## src/rtl/alu_rs_entry_if.sv

```systemverilog
// Common data bus seen by reservation-station entries: one result broadcast
// per cycle, tagged with the ROB entry that produced it.
interface commonDataBus #(
  parameter int WIDTH = 31,
  parameter int ROB   = 2
);
  logic [WIDTH:0] result;
  logic [ROB:0]   robEntry;
  logic           validBroadcast;

  // Reservation-station entries only snoop the bus.
  modport rs (input result, input robEntry, input validBroadcast);
endinterface

```

## src/rtl/alu_rs_entry.sv

```systemverilog
// alu_rs_entry: one slot of the ALU reservation station.
// Holds a dispatched op and its two operands, wakes operands from CDB
// broadcasts (also forwarding a matching broadcast combinationally), requests
// issue when both operands are available and frees itself when granted.
// Optional macro RS_EXEC_GATE_EN: when defined, the issue request also needs
// the execute flag latched at dispatch.
module alu_rs_entry #(
  parameter int WIDTH   = 31,
  parameter int ROB     = 2,
  parameter int C_WIDTH = 3
) (
  input  logic                clk,
  input  logic                clear,
  commonDataBus.rs            dataBus,
  input  logic                writeReq,
  input  logic signed [WIDTH:0] value1,
  input  logic signed [WIDTH:0] value2,
  input  logic                ready1,
  input  logic                ready2,
  input  logic [ROB:0]        rob1,
  input  logic [ROB:0]        rob2,
  input  logic [C_WIDTH:0]    ALUControl,
  input  logic [ROB:0]        robInstr,
  input  logic                execute,
  input  logic                selected,
  output logic                busy,
  output logic                selectReq,
  output logic signed [WIDTH:0] src1,
  output logic signed [WIDTH:0] src2,
  output logic [C_WIDTH:0]    instrInfo,
  output logic [ROB:0]        instrRob
);

  logic                 busy_q,   busy_d;
  logic                 ready1_q, ready1_d;
  logic                 ready2_q, ready2_d;
  logic signed [WIDTH:0] value1_q, value1_d;
  logic signed [WIDTH:0] value2_q, value2_d;
  logic [ROB:0]         rob1_q,   rob1_d;
  logic [ROB:0]         rob2_q,   rob2_d;
  logic [C_WIDTH:0]     ctrl_q,   ctrl_d;
  logic [ROB:0]         rob_instr_q, rob_instr_d;
  logic                 exec_q,   exec_d;

  logic match1, match2;   // live broadcast hits a stored, not-ready operand
  logic cap1, cap2;       // live broadcast hits an operand being dispatched
  logic eff1, eff2;

  // Broadcast matching, forwarding and the issue request.
  always_comb begin
    match1 = ~ready1_q & dataBus.validBroadcast & (dataBus.robEntry == rob1_q);
    match2 = ~ready2_q & dataBus.validBroadcast & (dataBus.robEntry == rob2_q);
    cap1   = ~ready1   & dataBus.validBroadcast & (dataBus.robEntry == rob1);
    cap2   = ~ready2   & dataBus.validBroadcast & (dataBus.robEntry == rob2);
    eff1   = ready1_q | match1;
    eff2   = ready2_q | match2;
    src1   = match1 ? dataBus.result : value1_q;
    src2   = match2 ? dataBus.result : value2_q;
`ifdef RS_EXEC_GATE_EN
    selectReq = busy_q & eff1 & eff2 & exec_q;
`else
    selectReq = busy_q & eff1 & eff2;
`endif
  end

`ifndef RS_EXEC_GATE_EN
  // The execute flag is kept for the gated build only.
  logic unused_exec;
  assign unused_exec = exec_q;
`endif

  assign busy      = busy_q;
  assign instrInfo = ctrl_q;
  assign instrRob  = rob_instr_q;

  // Next-state: dispatch (with same-edge capture) beats wakeup and select.
  always_comb begin
    // NOTE: every _d gets a default first so no path leaves it unassigned,
    // which would otherwise infer a latch.
    busy_d      = busy_q;
    ready1_d    = ready1_q;
    ready2_d    = ready2_q;
    value1_d    = value1_q;
    value2_d    = value2_q;
    rob1_d      = rob1_q;
    rob2_d      = rob2_q;
    ctrl_d      = ctrl_q;
    rob_instr_d = rob_instr_q;
    exec_d      = exec_q;

    if (writeReq) begin
      busy_d      = 1'b1;
      ready1_d    = ready1 | cap1;
      ready2_d    = ready2 | cap2;
      value1_d    = cap1 ? dataBus.result : value1;
      value2_d    = cap2 ? dataBus.result : value2;
      rob1_d      = rob1;
      rob2_d      = rob2;
      ctrl_d      = ALUControl;
      rob_instr_d = robInstr;
      exec_d      = execute;
    end else if (busy_q) begin
      if (match1) begin
        ready1_d = 1'b1;
        value1_d = dataBus.result;
      end
      if (match2) begin
        ready2_d = 1'b1;
        value2_d = dataBus.result;
      end
      if (selected) busy_d = 1'b0;
    end
  end

  // State register with synchronous clear taking priority.
  always_ff @(posedge clk) begin
    // NOTE: state is updated with non-blocking assignments so every flop
    // samples pre-edge values regardless of statement order.
    if (clear) begin
      busy_q      <= 1'b0;
      ready1_q    <= 1'b0;
      ready2_q    <= 1'b0;
      value1_q    <= '0;
      value2_q    <= '0;
      rob1_q      <= '0;
      rob2_q      <= '0;
      ctrl_q      <= '0;
      rob_instr_q <= '0;
      exec_q      <= 1'b0;
    end else begin
      busy_q      <= busy_d;
      ready1_q    <= ready1_d;
      ready2_q    <= ready2_d;
      value1_q    <= value1_d;
      value2_q    <= value2_d;
      rob1_q      <= rob1_d;
      rob2_q      <= rob2_d;
      ctrl_q      <= ctrl_d;
      rob_instr_q <= rob_instr_d;
      exec_q      <= exec_d;
    end
  end

endmodule

```

## src/flat_wrapper.sv

```systemverilog
// flat-port wrapper written by rule: the top's interface ports become plain ports
module alu_rs_entry_flat 
#(
  parameter int WIDTH   = 31,
  parameter int ROB     = 2,
  parameter int C_WIDTH = 3
)
  (clk, clear, writeReq, value1, value2, ready1, ready2, rob1, rob2, ALUControl, robInstr, execute, selected, busy, selectReq, src1, src2, instrInfo, instrRob, dataBus_result, dataBus_robEntry, dataBus_validBroadcast);
  commonDataBus #(.WIDTH(WIDTH), .ROB(ROB)) dataBus_i ();
  input  logic clk;
  input  logic clear;
  input  logic writeReq;
  input  logic signed [WIDTH:0] value1;
  input  logic signed [WIDTH:0] value2;
  input  logic ready1;
  input  logic ready2;
  input  logic [ROB:0] rob1;
  input  logic [ROB:0] rob2;
  input  logic [C_WIDTH:0] ALUControl;
  input  logic [ROB:0] robInstr;
  input  logic execute;
  input  logic selected;
  output logic busy;
  output logic selectReq;
  output logic signed [WIDTH:0] src1;
  output logic signed [WIDTH:0] src2;
  output logic [C_WIDTH:0] instrInfo;
  output logic [ROB:0] instrRob;
  input wire logic [$bits(dataBus_i.result)-1:0] dataBus_result;
  input wire logic [$bits(dataBus_i.robEntry)-1:0] dataBus_robEntry;
  input wire logic [$bits(dataBus_i.validBroadcast)-1:0] dataBus_validBroadcast;
  assign dataBus_i.result = dataBus_result;
  assign dataBus_i.robEntry = dataBus_robEntry;
  assign dataBus_i.validBroadcast = dataBus_validBroadcast;
  alu_rs_entry #(.WIDTH(WIDTH), .ROB(ROB), .C_WIDTH(C_WIDTH)) u_core (.clk(clk), .clear(clear), .dataBus(dataBus_i), .writeReq(writeReq), .value1(value1), .value2(value2), .ready1(ready1), .ready2(ready2), .rob1(rob1), .rob2(rob2), .ALUControl(ALUControl), .robInstr(robInstr), .execute(execute), .selected(selected), .busy(busy), .selectReq(selectReq), .src1(src1), .src2(src2), .instrInfo(instrInfo), .instrRob(instrRob));
endmodule
```

## config.mk

```make
export PLATFORM = sky130hd
export DESIGN_NAME = alu_rs_entry_flat
export DESIGN_NICKNAME = d
export VERILOG_FILES = /design/src/rtl/alu_rs_entry_if.sv /design/src/rtl/alu_rs_entry.sv /design/src/flat_wrapper.sv
export SDC_FILE = /design/constraint.sdc
export NUM_CORES = 1
export LEC_CHECK = 0
export BUFFER_PORTS_ARGS = -buffer_cell sky130_fd_sc_hd__clkbuf_2
export CAP_MARGIN = 40
export CORE_AREA = 2 2 120 122
export CTS_CLUSTER_SIZE = 14
export DETAILED_ROUTE_END_ITERATION = 6
export DIE_AREA = 0 0 122 124
export PLACE_DENSITY_LB_ADDON = 0.25
export SYNTH_ARGS = -nofsm -noshare
export SYNTH_HDL_FRONTEND = slang
export SYNTH_SLANG_ARGS = --single-unit
```

## constraint.sdc

```tcl
create_clock -name clk -period 6.7 [get_ports clk]
set_clock_uncertainty 0.05 [all_clocks]
set_input_delay 2.01 -clock clk [delete_from_list [all_inputs] [get_ports clk]]
set_output_delay 2.01 -clock clk [all_outputs]
set_load 0.01 [all_outputs]
```

# ---- Yosys cells after proc, flatten, opt, wreduce, memory -nomap -nowiden
# Index checks and enable logic that the tools add are counted.
dict set report op_classes {
  n_eq_ne 4
  mux 17
  bitwise_logic 18
  reduce_logical 5
}
# operator n
set op_table {}
lappend op_table {{$mux 32} 8}
lappend op_table {{$eq 3x3->1} 4}
lappend op_table {{$and 1x1->1} 10}
lappend op_table {{$mux 1} 9}
lappend op_table {{$reduce_bool 2->1} 3}
lappend op_table {{$not 1->1} 4}
lappend op_table {{$or 1x1->1} 4}
lappend op_table {{$reduce_and 2->1} 2}
dict set report word_totals {
  reg_bits 80
  in_bits 120
  out_inout_bits 73
  elab_cells 53
}

# ---- Depth between registers and ports, before layout
dict set report logic_depth {
  depth_word 6
  ltp_mapped 6
  ltp_nobuf 4
}

# ---- Least setup slack after synthesis
# No wires, ideal clock.
dict set report synth_path {
  path_kind {input to output}
  from {input dataBus_robEntry[1]}
  to {output src2[10]}
  arrival_ps 3209
  t_required_ps 4640
  path_slack_ps 1431
  stages 4
  path_buffers 1
  path_cell_list {xor2_1 -> nor4_4 -> buf_2 -> mux2_2}
}
dict set report synth_between {
  elab_chain_len 3
}
# element line_no
set synth_rtl {}
lappend synth_rtl {{start, declared} flat_wrapper.sv:30} ;# input wire logic [$bits(dataBus_i.robEntry)-1:0] dataBus_robEntry;
lappend synth_rtl {{$eq 3x3->1} alu_rs_entry.sv:52} ;# match2 = ~ready2_q & dataBus.validBroadcast & (dataBus.robEntry == rob2_q);
lappend synth_rtl {{$and 1x1->1} alu_rs_entry.sv:52}
lappend synth_rtl {{$mux 32} alu_rs_entry.sv:58} ;# src2 = match2 ? dataBus.result : value2_q;
lappend synth_rtl {{end, declared} flat_wrapper.sv:26} ;# output logic signed [WIDTH:0] src2;
# Every way passes these cells.

# ---- Worst setup path in the final report
dict set report layout_path {
  from {input dataBus_robEntry[0]}
  to {output src1[17]}
}
dict set report layout_between {
  elab_chain_len 3
}
# element line_no
set layout_rtl {}
lappend layout_rtl {{$eq 3x3->1} alu_rs_entry.sv:51} ;# match1 = ~ready1_q & dataBus.validBroadcast & (dataBus.robEntry == rob1_q);
lappend layout_rtl {{$and 1x1->1} alu_rs_entry.sv:51}
lappend layout_rtl {{$mux 32} alu_rs_entry.sv:57} ;# src1 = match1 ? dataBus.result : value1_q;
lappend layout_rtl {{end, declared} flat_wrapper.sv:25} ;# output logic signed [WIDTH:0] src1;
# Every way passes these cells.

==> results <==
- Dividing total power by cell area gives a power density of 241 mW/mm^2.
- The initial utilization of the core area, before any placement, comes to 0.296.
- The number of setup buffers added after CTS is 0.
- The internal power component is roughly 0.0010 W.
- Synthesis handed over a netlist of 375 instances.
- The sequential cells in the finished layout cover a total of approximately 0.0016 sq mm.
- The number of H-tree branching levels is 3.
- In this run the clock root is driven by a clkbuf_16.
- The number of warning messages in the yosys log is 0.
- The number of global-route vias before repair was 3793.
- The static leakage is around 2.8 nW.
- Setup repair after global routing left no endpoint under its margin.
- The instance area at placement is 0.00513 sq mm.
- The detailed-route vias per instance is about 5.2.
- The clock network fraction of total power is 0.430.
- The final hold violation count is 0.
- The combined global-route utilization of all metal layers is 0.172.
- The tool flagged a number of max-cap violations equal to 0.
- Setup violations remaining at the end of the flow were counted as 0.
- The achievable frequency is roughly 180 MHz.
- TritonCTS built the clock tree.
- The actual slew at the worst max-slew pin is between 800 and 900 ps.
- Once detail routing completed, the nets flagged for antenna violations numbered 0.
- Excluding fillers, the count of instances in the completed layout stands at around 730.
- The repair_antennas step left the layout with diodes totalling 0.
- At the worst endpoint, the required time is ~4600 ps.
- Counting along the longest clock path gives a buffer depth of 2.
- The clock buffer count from CTS is 9.
- The final critical path time including I/O delays and setup is around 5600 ps.
- The residual overflow from global routing is 0.
- The peak per-stage delay on the critical path is roughly 610 ps.
- Summing all multi-input logic gate instances after layout gives between 0.002 and 0.0025 sq mm.
- The worst-case IR drop observed on VDD is between 100 and 150 uV.
- The number of iterations in the first detailed-routing pass is 4.
- The synthesized netlist occupies a cell area of 0.00407 sq mm.
- The fill cell total of the finished layout is approximately 1400.
- In this run the worst hold path is classified as flip-flop to flip-flop.
- The unique cell type count in the Yosys netlist is 29.
- The total count of max-transition violations in the final report was 0.
- For the final routed database, the setup TNS stands at 0 ps.
- The die is between 100 and 150 um tall.
- The routability-driven placement congestion ratio is 0.716.
- The kind of capture point of the worst setup path is a primary output.
- The HPWL after detailed placement is between 8000 and 9000 um.
- The count of boundary I/O pins is about 190.
- The number of DRC markers after the initial detailed-route iteration is ~250.
- Entering global routing, the biggest net connects 37 pins.
- The reported net switching power is around 0.00032 W.
- Along the worst path, the maximum fanout reaches 34.
- After synthesis, the mean cell area works out to 10.8 sq um.
- Input and output buffers added on the ports amount to ~190.
- After routing the design area is 0.00547 sq mm.
- The core region is 0.0137 sq mm.
- Traced cell by cell, the critical path runs through clkbuf_2, xnor2_1, and4_4, mux2_2, clkbuf_2.
- Counting flops and latches in the post-synthesis netlist gives 80.
- The final layout contains routed wiring with a total length of 12900 um.
- Gates resized during post-CTS repair numbered 0.
- The normalized max-slew margin is 0.430.
- The cell row count is 43.
- The final net count is ~670.
- The post-route core utilization is 0.399.
- The worst-path cell with the longest stage delay is and4_4.
- The first global-routing pass estimated between 20000 and 25000 um of wire.
- The cell seen most often among critical-path stages is clkbuf_2.
- Of the synthesized area, sequential elements account for 0.394.
- The share of final-layout standard cells stronger than drive strength 1 is 0.521.
- For this design, the CTS-stage hold fixing added 0 buffers.
- The signed area change from the synthesized netlist to the final layout is 34.5%.
- After clock tree synthesis, the clock-pin slew on the worst setup and hold paths is about 60 ps.
- The clock latency reported for the late side of the worst-skew pair is 340 ps.
- The number of clock sinks is 80.
- The share of total power dissipated in sequential elements is 0.398.
- The final cycle utilization of the critical path is 0.831.
- The arrival time of the worst setup path is approximately 3500 ps.
- The remaining routing DRC violations is 0.
- The number of nets in the synthesized netlist is 495.
- The via total after detailed routing is 3795.
- In the final routed layout, each cell accounts on average for approximately 18 um.
- The number of antenna violations at the first check in global routing is 0.
- Counting tap cells, the placed design contains a total of about 700 instances.
- The die is about 120 um wide.
- Of the total power, the share spent switching nets is 0.242.
- The run finished with clean final reports.
- The part of the power in combinational logic is 0.172.
- The worst setup path is of the primary input to primary output kind.
- The area of the die is 0.0151 sq mm.
- The sort of element at the start of the critical path is a primary input.
[through the flow]
stage / total power [W] / setup WS [ps] / hold slack [ps]
after floorplan: 0.000657 / 1430 / 431
after global placement: 0.000756 / 1120 / 422
after detailed placement: 0.000762 / 1120 / 436
after CTS: 0.00134 / 1110 / 450
after global routing: 0.00138 / 1020 / 474
final: 0.00132 / 1130 / 444
[final timing paths]
kind / to / startpoint / slack (ps) / cells past startpoint
worst min register to register: u_core.instrInfo[2] / u_core.instrInfo[2] / 440 / 2
worst max-delay path: src1[17] / dataBus_robEntry[0] / 1130 / 5
worst max register to register: u_core.value1_q[18] / u_core.rob1_q[0] / 4300 / 4
worst min-delay path: u_core.instrInfo[2] / u_core.instrInfo[2] / 440 / 2
[cell usage in the layout (no fill, tap or decap), drive strengths merged]
master / instances
a32o: 2
or4: 1
a221o: 64
o221a: 1
mux2i: 13
nor4: 3
buf: 6
nor2: 19
nand2b: 4
mux2: 64
a211oi: 2
nor3b: 2
clkbuf: 203
a21oi: 1
inv: 1
and4: 1
bufinv: 3
xnor2: 3
nand3b: 1
nor2b: 2
and3b: 1
nand4: 1
xor2: 9
dfxtp: 80
and3: 64
[cells by family after synthesis]
family,Yosys count,synth area share
flip-flops,80,0.394
multiplexers,77,0.209
AND/OR/NAND/NOR,99,0.151
XOR/XNOR,12,0.0258
AO/OA/AOI/OAI,70,0.170
buffers and inverters,37,0.0501
[critical path: cells and delay by family]
family / cells / cell delay (ps)
and+or+nand+nor: 1 / 610
buffers and inverters: 2 / 260
xor gates and xnor gates: 1 / 210
muxes: 1 / 400
[cells in the mapped netlist, drive strengths merged]
master | n | share of area
nor2 | 19 | 0.018
xor2 | 9 | 0.019
and3b | 1 | 0.0022
nand4 | 1 | 0.0015
buf | 17 | 0.032
inv | 1 | 0.00092
mux2i | 13 | 0.032
a21oi | 1 | 0.0012
or4 | 1 | 0.0028
and4 | 1 | 0.0028
clkbuf | 19 | 0.018
xnor2 | 3 | 0.0065
a211oi | 2 | 0.0037
nor4 | 3 | 0.0098
nor2b | 2 | 0.0031
and3 | 64 | 0.099
nand3b | 1 | 0.0018
nor3b | 2 | 0.0037
dfxtp | 80 | 0.39
nand2b | 4 | 0.0062
o221a | 1 | 0.0028
mux2 | 64 | 0.18
a32o | 2 | 0.0052
a221o | 64 | 0.16
[layer usage]
metal | share of wire | track usage
met5 | 0 | 0
met4 | 0.015 | 0.0654
met1 | 0.44 | 0.222
met3 | 0.063 | 0.0380
met2 | 0.48 | 0.280
[flip-flops by register name, summed over array words and instances, names as in the netlist]
signal / cells
u_core.rob1_q: 3
u_core.ready1_q: 1
u_core.instrInfo: 4
u_core.busy: 1
u_core.ready2_q: 1
u_core.instrRob: 3
u_core.rob2_q: 3
u_core.value2_q: 32
u_core.value1_q: 32
[layout make-up]
cell class,count,share of cell area
Clock buffer,12,0.0451
Clock inverter,3,0.0165
Inverter,1,0.000686
Multi-Input combinational cell,258,0.417
Sequential cell,80,0.293
Tap cell,180,0.0412
Timing Repair Buffer,197,0.187
[power by group through the flow]
| stage | Combinational [W] | Clock, W | Sequential (W) |
|---|---|---|---|
| 5_1_grt | 0.000248 | 0.000605 | 0.000528 |
| 3_3_place_gp | 0.000224 | 0 | 0.000532 |
| 3_5_place_dp | 0.000228 | 0 | 0.000533 |
| 2_1_floorplan | 0.000126 | 0 | 0.000530 |
| 6_report | 0.000227 | 0.000566 | 0.000524 |
| 4_1_cts | 0.000230 | 0.000585 | 0.000523 |
Note: power is estimated with default switching activity, not from simulation.
